==> src/rtl/div_pkg.sv <==
// Shared types for the divider request sequencer: FSM states, result record,
// default operand width and the divide-by-zero result helper.
package div_pkg;

   localparam int unsigned DIV_DATA_W = 32;

   typedef enum logic [1:0] {
      ST_IDLE,
      ST_START,
      ST_WAIT,
      ST_HOLD
   } div_state_e;

   typedef struct packed {
      logic [DIV_DATA_W-1:0] quotient;
      logic [DIV_DATA_W-1:0] remainder;
      logic                  dbz;
      logic                  timeout;
   } div_result_t;

   // Divide by zero mirrors the RISC-V convention: all-ones quotient, dividend as remainder.
   function automatic div_result_t dbz_result(input logic [DIV_DATA_W-1:0] dividend);
      div_result_t r;
      r.quotient  = '1;
      r.remainder = dividend;
      r.dbz       = 1'b1;
      r.timeout   = 1'b0;
      return r;
   endfunction

endpackage

==> src/rtl/div_req_fifo.sv <==
// Request queue for the divider sequencer. Full/empty are registered, so a
// push into an empty queue is never visible to the reader in the same cycle.
module div_req_fifo #(
   parameter int unsigned WIDTH = 64,
   parameter int unsigned DEPTH = 4
) (
   input  logic             i_clk,
   input  logic             i_rst,
   input  logic             i_push,
   input  logic [WIDTH-1:0] i_data,
   output logic             o_full,
   input  logic             i_pop,
   output logic [WIDTH-1:0] o_data,
   output logic             o_empty
);

   localparam int unsigned AW = (DEPTH > 1) ? $clog2(DEPTH) : 1;
   localparam int unsigned CW = AW + 1;

   logic [WIDTH-1:0] mem_q [DEPTH];
   logic [AW-1:0]    wr_ptr_q;
   logic [AW-1:0]    rd_ptr_q;
   logic [CW-1:0]    count_q;
   logic [CW-1:0]    count_d;
   logic             full_q;
   logic             empty_q;
   logic             push_ok;
   logic             pop_ok;

   assign push_ok = i_push & ~full_q;
   assign pop_ok  = i_pop & ~empty_q;

   always_comb begin
      count_d = count_q;
      case ({push_ok, pop_ok})
         2'b10:   count_d = count_q + 1'b1;
         2'b01:   count_d = count_q - 1'b1;
         default: count_d = count_q;
      endcase
   end

   always_ff @(posedge i_clk) begin
      if (push_ok) begin
         mem_q[wr_ptr_q] <= i_data;
      end
   end

   always_ff @(posedge i_clk) begin
      if (i_rst) begin
         wr_ptr_q <= '0;
         rd_ptr_q <= '0;
         count_q  <= '0;
         full_q   <= 1'b0;
         empty_q  <= 1'b1;
      end else begin
         if (push_ok) wr_ptr_q <= wr_ptr_q + 1'b1;
         if (pop_ok)  rd_ptr_q <= rd_ptr_q + 1'b1;
         count_q <= count_d;
         full_q  <= (count_d == CW'(DEPTH));
         empty_q <= (count_d == '0);
      end
   end

   assign o_data  = mem_q[rd_ptr_q];
   assign o_full  = full_q;
   assign o_empty = empty_q;

endmodule

==> src/rtl/div_sequencer.sv <==
// Queues divide requests and feeds them one at a time to an iterative divider,
// handling divide-by-zero locally and bounding each divide with a timeout.
module div_sequencer
   import div_pkg::*;
#(
   parameter int unsigned DATA_W      = DIV_DATA_W,
   parameter int unsigned FIFO_DEPTH  = 4,
   parameter int unsigned TIMEOUT_CYC = 64
) (
   input  logic              i_clk,
   input  logic              i_rst,
   input  logic              i_req_valid,
   output logic              o_req_ready,
   input  logic [DATA_W-1:0] i_req_dividend,
   input  logic [DATA_W-1:0] i_req_divisor,
   output logic              o_div_start,
   output logic [DATA_W-1:0] o_div_dividend,
   output logic [DATA_W-1:0] o_div_divisor,
   input  logic [DATA_W-1:0] i_div_quotient,
   input  logic [DATA_W-1:0] i_div_remainder,
   input  logic              i_div_finish,
   output logic              o_res_valid,
   input  logic              i_res_ready,
   output logic [DATA_W-1:0] o_res_quotient,
   output logic [DATA_W-1:0] o_res_remainder,
   output logic              o_res_dbz,
   output logic              o_res_timeout
);

   localparam int unsigned TW = (TIMEOUT_CYC > 1) ? $clog2(TIMEOUT_CYC) : 1;
   localparam logic [TW-1:0] TMO_LAST = TW'(TIMEOUT_CYC - 1);

   div_state_e          state_q;
   logic [TW-1:0]       tmo_cnt_q;
   logic                start_q;
   logic                res_valid_q;
   div_result_t         res_q;
   logic [DATA_W-1:0]   opa_q;
   logic [DATA_W-1:0]   opb_q;

   logic                fifo_full;
   logic                fifo_empty;
   logic                fifo_pop;
   logic [2*DATA_W-1:0] fifo_rd_data;
   logic [DATA_W-1:0]   head_dividend;
   logic [DATA_W-1:0]   head_divisor;

   div_req_fifo #(
      .WIDTH (2 * DATA_W),
      .DEPTH (FIFO_DEPTH)
   ) u_fifo (
      .i_clk   (i_clk),
      .i_rst   (i_rst),
      .i_push  (i_req_valid),
      .i_data  ({i_req_dividend, i_req_divisor}),
      .o_full  (fifo_full),
      .i_pop   (fifo_pop),
      .o_data  (fifo_rd_data),
      .o_empty (fifo_empty)
   );

   assign head_dividend = fifo_rd_data[2*DATA_W-1:DATA_W];
   assign head_divisor  = fifo_rd_data[DATA_W-1:0];
   assign fifo_pop      = (state_q == ST_IDLE) && !fifo_empty;

   // Finish and result-ready are only looked at in WAIT and HOLD; elsewhere they are ignored.
   always_ff @(posedge i_clk) begin
      if (i_rst) begin
         state_q     <= ST_IDLE;
         tmo_cnt_q   <= '0;
         start_q     <= 1'b0;
         res_valid_q <= 1'b0;
         res_q       <= '0;
         opa_q       <= '0;
         opb_q       <= '0;
      end else begin
         start_q <= 1'b0;
         case (state_q)
            ST_IDLE: begin
               if (!fifo_empty) begin
                  opa_q <= head_dividend;
                  opb_q <= head_divisor;
                  if (head_divisor == '0) begin
                     res_q       <= dbz_result(head_dividend);
                     res_valid_q <= 1'b1;
                     state_q     <= ST_HOLD;
                  end else begin
                     start_q <= 1'b1;
                     state_q <= ST_START;
                  end
               end
            end
            ST_START: begin
               tmo_cnt_q <= '0;
               state_q   <= ST_WAIT;
            end
            ST_WAIT: begin
               if (i_div_finish) begin
                  res_q       <= '{quotient: i_div_quotient, remainder: i_div_remainder,
                                   dbz: 1'b0, timeout: 1'b0};
                  res_valid_q <= 1'b1;
                  state_q     <= ST_HOLD;
               end else if (tmo_cnt_q == TMO_LAST) begin
                  res_q       <= '{quotient: '0, remainder: '0, dbz: 1'b0, timeout: 1'b1};
                  res_valid_q <= 1'b1;
                  state_q     <= ST_HOLD;
               end else begin
                  tmo_cnt_q <= tmo_cnt_q + 1'b1;
               end
            end
            ST_HOLD: begin
               if (i_res_ready) begin
                  res_valid_q <= 1'b0;
                  state_q     <= ST_IDLE;
               end
            end
            default: state_q <= ST_IDLE;
         endcase
      end
   end

   assign o_req_ready     = !fifo_full;
   assign o_div_start     = start_q;
   assign o_div_dividend  = opa_q;
   assign o_div_divisor   = opb_q;
   assign o_res_valid     = res_valid_q;
   assign o_res_quotient  = res_q.quotient;
   assign o_res_remainder = res_q.remainder;
   assign o_res_dbz       = res_q.dbz;
   assign o_res_timeout   = res_q.timeout;

endmodule
==> config.mk <==
export PLATFORM = sky130hd
export DESIGN_NAME = div_sequencer
export DESIGN_NICKNAME = d
export VERILOG_FILES = /design/src/rtl/div_pkg.sv /design/src/rtl/div_req_fifo.sv /design/src/rtl/div_sequencer.sv
export SDC_FILE = /design/constraint.sdc
export NUM_CORES = 1
export LEC_CHECK = 0
export CORE_MARGIN = 2
export CORE_UTILIZATION = 45
export DETAILED_ROUTE_END_ITERATION = 8
export DONT_BUFFER_PORTS = 1
export HOLD_SLACK_MARGIN = 0.06
export PLACE_DENSITY = 0.63
export SYNTH_ARGS = -nofsm -noshare
export SYNTH_HDL_FRONTEND = slang
export SYNTH_HIERARCHICAL = 1
export SYNTH_SLANG_ARGS = --single-unit
==> constraint.sdc <==
create_clock -name i_clk -period 4.48 [get_ports i_clk]
set_clock_uncertainty 0.2 [all_clocks]
set_input_delay 1.344 -clock i_clk [delete_from_list [all_inputs] [get_ports i_clk]]
set_output_delay 1.344 -clock i_clk [all_outputs]
set_load 0.005 [all_outputs]
==> run summary <==
Final Max Slew Viols -> 0
Leakage Power -> 0.00559 uW
Post-synth EDFFs -> 256
I/O Buffers -> 0
first-pass GRT wire length -> 52900 um
CP Class -> reg2reg
PD cells -> 556 mW/mm^2
Hold-fix buffers, CTS -> 0
setup ws final -> 799 ps
area of the multi-input gates -> 0.00445 sq mm
# rows -> 68
Remaining Overflow, GRT -> 0
Yosys reg bits -> 407
vias in the first global route -> 8588
Die Height -> 190 um
Clock Tree Root -> clkbuf_16
Arr. time, crit path -> 3930 ps
ys flop type -> edfxtp_1
Post CTS Setup Buffer Count -> 0
DP Worst Slack -> 750 ps
period utilization -> 82.2%
fin crit period -> 3680 ps
Vias -> 8695
initial DRC count -> 532
setup TNS -> 0 ps
status -> finished, final reports clean
Clock Sinks -> 407
max cap viols -> 0
drc violations -> 0
DR WL met3 -> 3480 um
synth cell count leaders -> 256 x edfxtp_1, 169 x nand2_1, 151 x dfxtp_1
Power Total -> 9680 uW
Mapped Area -> 0.0156 sq mm
Vias/cell -> 5.66
endpoint class of the critical path -> flip-flop
synth warn -> 6
Max transition margin -> 20.2%
# IOs -> 266
post-synth cell types -> 50
Max stage delay on crit path -> 570 ps
RSZ-0062 raised after global routing -> no
Tot GR Track Use -> 19.4%
layout cell share with drive strength beyond 1 -> 14.6%
Final Core Density -> 50.8%
top post-synthesis cells by area -> edfxtp_1 49%, dfxtp_1 19%, mux4_2 8.7%
Post-Syn Instances -> 1059
die area -> 0.0361 sq mm
area leader, netlist -> edfxtp_1
Diodes inserted -> 0
largest net degree at the start of global routing -> 152
clock slew at reported path FFs -> 60 ps
Avg WL per Cell -> 23.3 um
GPL Wtd Cong -> 0.775
FILL cells -> 2893
CTS tree -> done
Least-Margin Pin Slew -> 1190 ps
Max Used Layer -> met4
initial antenna violation count -> 0
sequential area share after synthesis -> 68.7%
core area -> 0.0343 sq mm
antenna-violating nets left -> 0
post-synth top area share -> 49.3%
DR WL met2 -> 16400 um
peak supply drop -> 0.000325 V
dpl cell area -> 0.0160 sq mm
Starting Density -> 45.5%
final instance area -> 0.0174 sq mm
Clock Latency Late Sink -> 540 ps
worst path cell trace -> buf_12 > mux4_2 > nor4_1 > nand4_1 > or2_1 > o32ai_4 > buf_12 > a2bb2oi_1
final setup violation count -> 0
Die Span X -> 190 um
Max Fclk -> 272 MHz
Longest Clk Path Bufs -> 3
nets -> 1193
Required @ worst endpoint -> 4730 ps
worst min-delay path category -> reg2reg
DR pass1 iterations -> 6
FFs w/ async S/R, synth -> 0%
maximum fanout along the worst path -> 64
H-tree Lvls -> 2
Most common cell on crit path -> buf_12
Reg area -> 0.0107 sq mm
post_cts resized -> 0
Final HPWL DP -> 22900 um
final hold violation count -> 0
DRT met1 WL -> 15100 um
final WL -> 35700 um
syn_nets -> 1205
Mean Syn Cell Area -> 14.7 sq um
Crit-path slowest cell -> mux4_2
total CTS buffers -> 43
P&R area growth vs syn -> 11.7%
count leader, synth -> edfxtp_1
startpoint types -> flip-flop
per-stage QoR:
stage / std cells / hold slack, ps
after CTS: 1535 / 272
after global routing: 1535 / 289
after detailed placement: 1457 / 263
final: 1535 / 267
after global placement: 1457 / 262
after floorplan: 1059 / 253
worst paths after layout:
kind                      start                 end  slack (ps)  cells after the start
max                   flip-flop  o_res_quotient[30]         800                      8
min          o_div_dividend[25]  o_div_dividend[25]         270                      2
max reg2reg           flip-flop  o_res_quotient[30]         800                      8
min reg2reg  o_div_dividend[25]  o_div_dividend[25]         270                      2
power breakdown:
group / leakage (uW) / internal [uW] / switching (uW)
registers: 0.00358 / 4410 / 267
logic: 0.00131 / 613 / 835
clock network: 0.000699 / 2130 / 1430
critical path: cells and delay by family, from the launching register on:
family | cells | cell delay (ps)
and+or+nand+nor | 3 | 1230
buffers and inverters | 2 | 640
muxes | 1 | 570
DFF | 1 | 520
AOI/OAI and AO/OA | 2 | 360
final cells by class:
type	instances	share of cell area, %
clock buffer	58	6.92
tap	455	3.27
multi-input combinational	566	25.5
clock inverter	20	1.24
sequential	407	61.5
inverter	12	0.259
timing repair buffer	17	1.24
sequential cells by signal, indices dropped and copies added, names as in the netlist, named ones only:
register	flops
u_fifo/rd_ptr_q	2
u_fifo/o_full	1
o_res_quotient	32
state_q	2
o_res_dbz	1
u_fifo/o_empty	1
tmo_cnt_q	6
u_fifo/wr_ptr_q	2
u_fifo/count_q	3
o_div_start	1
o_div_dividend	32
o_res_timeout	1
u_fifo/mem_q	256
o_res_valid	1
o_div_divisor	32
o_res_remainder	32
cell families after synthesis:
family / count (synthesis) / synth area share, %
simple gates: 258 / 7.38
xor+xnor: 8 / 0.449
mux: 67 / 9.55
flops: 407 / 68.7
compound gates: 220 / 9.85
fa+ha+maj: 13 / 1.09
buf+inv: 86 / 2.99
cell usage in the layout, fill, tap and decap left out, types with 2 or more instances in the layout:
master and n:
ha_1 12, nand3_1 4, a21oi_1 70, a22o_1 32, dfxtp_4 2, inv_6 2, xor2_1 3, clkinv_2 5
a22oi_1 33, o22ai_1 32, mux4_1 4, inv_1 11, dfxtp_1 149, nor4_1 8, bufinv_16 4, nor2b_1 4
nor2_1 17, mux4_2 60, clkinv_1 5, and3_1 2, buf_4 10, buf_12 7, a31oi_1 3, xnor2_1 5
clkbuf_8 3, nand4_1 2, nor3_1 3, nand2_1 169, a2bb2oi_1 34, and2_4 4, clkbuf_16 45, edfxtp_1 256
a211oi_1 5, mux2_2 2, nand2b_1 35, clkbuf_1 9, o21ai_0 3
layer usage:
layer,vias to the layer above,track usage (%)
li1,4019,-
met1,4307,25.8
met2,317,30.8
met3,52,6.25
met4,0,5.31
met5,-,0
Note: power is estimated with default switching activity, not from simulation.
